==> config.mk <==
export PLATFORM = sky130hd
export DESIGN_NAME = axi_burst_writer
export DESIGN_NICKNAME = d
export VERILOG_FILES = /design/src/rtl/axi_burst_writer.sv
export SDC_FILE = /design/constraint.sdc
export NUM_CORES = 1
export LEC_CHECK = 0
export ABC_AREA = 1
export BUFFER_PORTS_ARGS = -buffer_cell sky130_fd_sc_hd__buf_2
export CORE_MARGIN = 2
export CORE_UTILIZATION = 53
export CTS_CLUSTER_SIZE = 16
export DETAILED_ROUTE_END_ITERATION = 8
export PLACE_DENSITY = 0.95
export SETUP_SLACK_MARGIN = 0.02
export SLEW_MARGIN = 20
export SYNTH_ARGS = -nofsm -noshare
export SYNTH_HDL_FRONTEND = slang
export SYNTH_SLANG_ARGS = --single-unit
==> constraint.sdc <==
create_clock -name ACLK -period 4.2 [get_ports ACLK]
set_input_delay 0.63 -clock ACLK [delete_from_list [all_inputs] [get_ports ACLK]]
set_output_delay 0.63 -clock ACLK [all_outputs]
set_load 0.005 [all_outputs]
==> src/rtl/axi_burst_writer.sv <==
// axi_burst_writer: single-outstanding INCR AXI4 write master.
// Issues AW, then the W beats with WLAST on the final one, then waits for B and reports BRESP.
module axi_burst_writer #(
    parameter int DATA_WIDTH = 32,
    parameter int ADDR_WIDTH = 16
) (
    input  logic                  ACLK,
    input  logic                  ARESTN,
    input  logic                  cmd_valid,
    output logic                  cmd_ready,
    input  logic [ADDR_WIDTH-1:0] cmd_addr,
    input  logic [7:0]            cmd_len,
    input  logic [2:0]            cmd_size,
    input  logic [DATA_WIDTH-1:0] wr_data,
    input  logic                  wr_data_valid,
    output logic                  wr_data_ready,
    output logic                  done_valid,
    output logic [1:0]            done_resp,
    output logic [ADDR_WIDTH-1:0] AWADDR,
    output logic [7:0]            AWLEN,
    output logic [2:0]            AWSIZE,
    output logic                  AWVALID,
    input  logic                  AWREADY,
    output logic [DATA_WIDTH-1:0] WDATA,
    output logic                  WLAST,
    output logic                  WVALID,
    input  logic                  WREADY,
    input  logic [1:0]            BRESP,
    input  logic                  BVALID,
    output logic                  BREADY
);
    localparam logic [2:0] MAX_SIZE = 3'($clog2(DATA_WIDTH / 8));

    typedef enum logic [2:0] {S_IDLE, S_ADDR, S_DATA, S_RESP, S_REJ} state_t;

    state_t     r_state, w_next;
    logic       r_live;
    logic [8:0] r_loaded;
    logic       w_cmd_hs, w_data_hs, w_beat_ret, w_last_ret;

    always_ff @(posedge ACLK or negedge ARESTN) begin
        if (!ARESTN) r_state <= S_IDLE;
        else         r_state <= w_next;
    end

    always_comb begin
        w_next = r_state;
        case (r_state)
            S_IDLE:  w_next = w_cmd_hs ? ((cmd_size > MAX_SIZE) ? S_REJ : S_ADDR) : S_IDLE;
            S_ADDR:  w_next = AWREADY ? S_DATA : S_ADDR;
            S_DATA:  w_next = w_last_ret ? S_RESP : S_DATA;
            S_RESP:  w_next = BVALID ? S_IDLE : S_RESP;
            default: w_next = S_IDLE;
        endcase
    end

    // r_live keeps cmd_ready low until the first edge after reset release
    always_comb begin
        cmd_ready     = r_live && (r_state == S_IDLE);
        wr_data_ready = (r_state == S_DATA) && (r_loaded <= {1'b0, AWLEN}) && (!WVALID || WREADY);
        w_cmd_hs      = cmd_valid && cmd_ready;
        w_data_hs     = wr_data_valid && wr_data_ready;
        w_beat_ret    = (r_state == S_DATA) && WVALID && WREADY;
        w_last_ret    = w_beat_ret && WLAST;
    end

    always_ff @(posedge ACLK or negedge ARESTN) begin
        if (!ARESTN) begin
            r_live     <= 1'b0;
            r_loaded   <= '0;
            AWADDR     <= '0;
            AWLEN      <= '0;
            AWSIZE     <= '0;
            AWVALID    <= 1'b0;
            WDATA      <= '0;
            WLAST      <= 1'b0;
            WVALID     <= 1'b0;
            BREADY     <= 1'b0;
            done_valid <= 1'b0;
            done_resp  <= '0;
        end else begin
            r_live     <= 1'b1;
            done_valid <= 1'b0;
            if (r_state == S_IDLE && w_cmd_hs) begin
                if (cmd_size > MAX_SIZE) begin
                    done_valid <= 1'b1;
                    done_resp  <= 2'b10;
                end else begin
                    AWADDR   <= cmd_addr;
                    AWLEN    <= cmd_len;
                    AWSIZE   <= cmd_size;
                    AWVALID  <= 1'b1;
                    r_loaded <= '0;
                end
            end
            if (r_state == S_ADDR && AWREADY) AWVALID <= 1'b0;
            if (w_data_hs) begin
                WDATA    <= wr_data;
                WVALID   <= 1'b1;
                WLAST    <= (r_loaded == {1'b0, AWLEN});
                r_loaded <= r_loaded + 9'd1;
            end else if (w_beat_ret) begin
                WVALID <= 1'b0;
            end
            // the last beat is loaded only once, so no new word can arrive alongside its retirement
            if (w_last_ret) begin
                WVALID <= 1'b0;
                WLAST  <= 1'b0;
                BREADY <= 1'b1;
            end
            if (r_state == S_RESP && BVALID) begin
                BREADY     <= 1'b0;
                done_valid <= 1'b1;
                done_resp  <= BRESP;
            end
        end
    end
endmodule

==> summary.md <==
| Metric | Value |
|---|---|
| Number of buffers created by CTS | `9` |
| Initial antenna violation count | `0` |
| Clk buf depth | `2` |
| # port buffers | `approximately 140` |
| Final Hold Vio Count | `0` |
| Simple-gate area share of the yosys netlist | `0.294` |
| Pins Over Slew Limit | `0` |
| Total GRT Usage | `0.233` |
| Share of the synthesized area in the top cell type | `0.559` |
| Final setup viols | `0` |
| Die height | `between 80 and 90 um` |
| Tcrit/Tclk final | `0.616` |
| Commonest non-fill, non-tap cells in the layout | `nand2_1, buf_2, dfrtp_1` |
| Critical-path maximum fanout | `6` |
| Pwr Total | `1870 uW` |
| Pre-CTS WS | `approximately 1.7 ns` |
| Leading cell type in the layout, fill and taps excluded | `nand2_1` |
| CTS tree | `yes` |
| Cell taking the most area after synthesis | `dfrtp_1` |
| #FFs+latches synth | `79` |
| Maximum vdd drop | `around 0.00026 V` |
| Worst Path Arrival | `1.96 ns` |
| Die W | `approximately 86 um` |
| Kind of critical path | `reg2out` |
| RSZ-0062 raised after global routing | `false` |
| Register area | `slightly below 2000 sq um` |
| Largest net degree at the start of global routing | `80` |
| Post-Syn Area | `3540 sq um` |
| Gr ovfl total | `0` |
| Fmax | `387 MHz` |
| Post-Syn Nets | `475` |
| Root cell of the clock tree | `clkbuf_8` |
| Vias in the first global route | `2,993` |
| XOR/XNOR Fraction of Synth Area | `0.0173` |
| WL/cell | `between 10 and 15 um` |
| Failing checks | `design-rule violations` |
| Worst endpoint required time | `roughly 3.6 ns` |
| Post-cts hold buffer count | `0` |
| # diodes | `0` |
| Slew HR | `0.369` |
| Layout Nets | `604` |
| Post-route setup TNS | `0 ns` |
| Mux share of post-synthesis cell area | `0` |
| Layout cells sized above 1 | `0.301` |
| Setup crit start kind | `flip-flop` |
| Tmin final | `2.59 ns` |
| Largest family of logic cells by synthesized area | `simple AND/OR/NAND/NOR gates` |
| Synth warn | `0` |
| Clk_skew | `~0.013 ns` |
| Multi-input gate area | `around 1300 sq um` |
| Compound-cell area share of the yosys netlist | `0.0322` |
| Via-to-Cell Ratio | `just over 5` |
| HPWL Detailed | `5.81 mm` |
| ANT nets after route | `0` |
| Final GP Congestion | `about 0.9` |
| Cells after Synth | `approximately 400` |
| First-pass GRT wire length | `between 10 and 15 mm` |
| Yosys cell types | `29` |
| Setup Fix Bufs, Post-CTS | `0` |
| Hold_ws | `approximately 0.42 ns` |
| Status | `complete, but fails checks` |
| Clk sinks | `79` |
| DRT Pass-1 Iters | `6` |
| Setup ws final | `1.61 ns` |
| Worst min path class | `in2async` |
| Worst-Skew Late Latency | `between 0.3 and 0.4 ns` |
| H-tree Lvls | `3` |
| Fillers | `534` |
| Leak Pwr | `approximately 0.0026 uW` |
| Die area | `roughly 7300 sq um` |
| I/O pins | `between 100 and 150` |
| # rows | `29` |
| Slew @ Worst Pin | `0.947 ns` |
| Area grow syn2layout | `25.0%` |
| Routed Wire Length | `around 8.2 mm` |
| Max Cap Viol | `0` |
| Drc violations | `5` |
| Starting density of the core | `0.551` |
| Syn avg cell area | `about 8.9 sq um` |
| Power per cell area | `423 nW/um^2` |
| Dominant cells by area after synthesis | `dfrtp_1, nand2_1, nand3_1` |
| Initial DRC count | `179` |
| Core area | `about 6400 sq um` |
| Share of the yosys chip area belonging to registers | `0.559` |
| Vias | `between 3,000 and 4,000` |
| Clk slew on worst S/H paths | `0.08 ns` |
| Worst Setup End Kind | `output port` |
| Adder-Cell Fraction of Synth Area | `0.0318` |
| Post_cts resized | `0` |
-- synth_stat cells (all sizes together) --
master    n
o21a      1
and3      1
conb      1
buf      14
xnor2     1
nand3    54
xor2      6
nand3b    5
nand4     7
nor2     13
a21boi    1
o21ai     9
dfrtp    79
a211oi    1
clkbuf    5
o22ai     1
inv      27
ha        9
a21oi     3
o22a      1
nand2   156
nor4      2
nor3      1
-- cell families after synthesis --
family | after synthesis
DFF | 79
AOI/OAI and AO/OA | 17
buffers and inverters | 46
adders and majority gates | 9
other | 1
and+or+nand+nor | 239
xor gates and xnor gates | 7
-- sequential cells by signal, summed over array words and instances, names as in the netlist --
name and count:
AWADDR 16, AWVALID 1, done_valid 1, WVALID 1, WDATA 32, WLAST 1, BREADY 1, AWLEN 8
r_loaded 9, AWSIZE 3, r_state 3, r_live 1, done_resp 2
-- critical path: stages (launching register included) --
cell	delay, ns
dfrtp_1	0.45
ha_1	0.35
nand2_1	0.09
nor2_1	0.16
nand4_1	0.18
a21boi_4	0.24
buf_2	0.15
-- cell type report --
class                   instances  share of cell area
clock buffers                  13              0.0359
repair buffers                137               0.157
multi-input cells             273               0.301
well taps                      77              0.0218
flip-flops and latches         79               0.447
inverters                      27              0.0229
clock inverters                 3              0.0147
-- through the flow --
step	utilization	area [sq um]	instances
2_1_floorplan	-	3540	398
3_3_place_gp	0.654	4200	593
3_5_place_dp	0.654	4200	593
4_1_cts	0.689	4420	609
5_1_grt	0.689	4420	609
6_report	0.689	4420	609
-- metal layers --
layer  track usage  share of wire  vias up
li1              -              -     1521
met2         0.394           0.52      112
met3        0.0327          0.049       10
met4         0.111          0.016        0
met5             0              0        -
met1         0.296           0.41     1449
-- final timing paths --
path                              from       endpoint  slack [ns]  cells after the start
setup / recovery           r_loaded[4]  wr_data_ready        1.61                      6
hold / removal                  ARESTN     AWADDR[11]        0.42                      1
setup reg to reg           r_loaded[4]    r_loaded[6]        1.68                      8
hold reg to reg             AWADDR[11]     AWADDR[11]        0.47                      2
max in group asynchronous       ARESTN       AWLEN[7]        3.14                      1
min in group ACLK           AWADDR[11]     AWADDR[11]        0.47                      2
-- power breakdown --
| group | internal [uW] | switching [uW] | leakage, uW |
|---|---|---|---|
| registers | 845 | 79.0 | 0.000986 |
| clock network | 367 | 260 | 0.000114 |
| logic | 146 | 173 | 0.00151 |
Note: power is estimated with default switching activity, not from simulation.
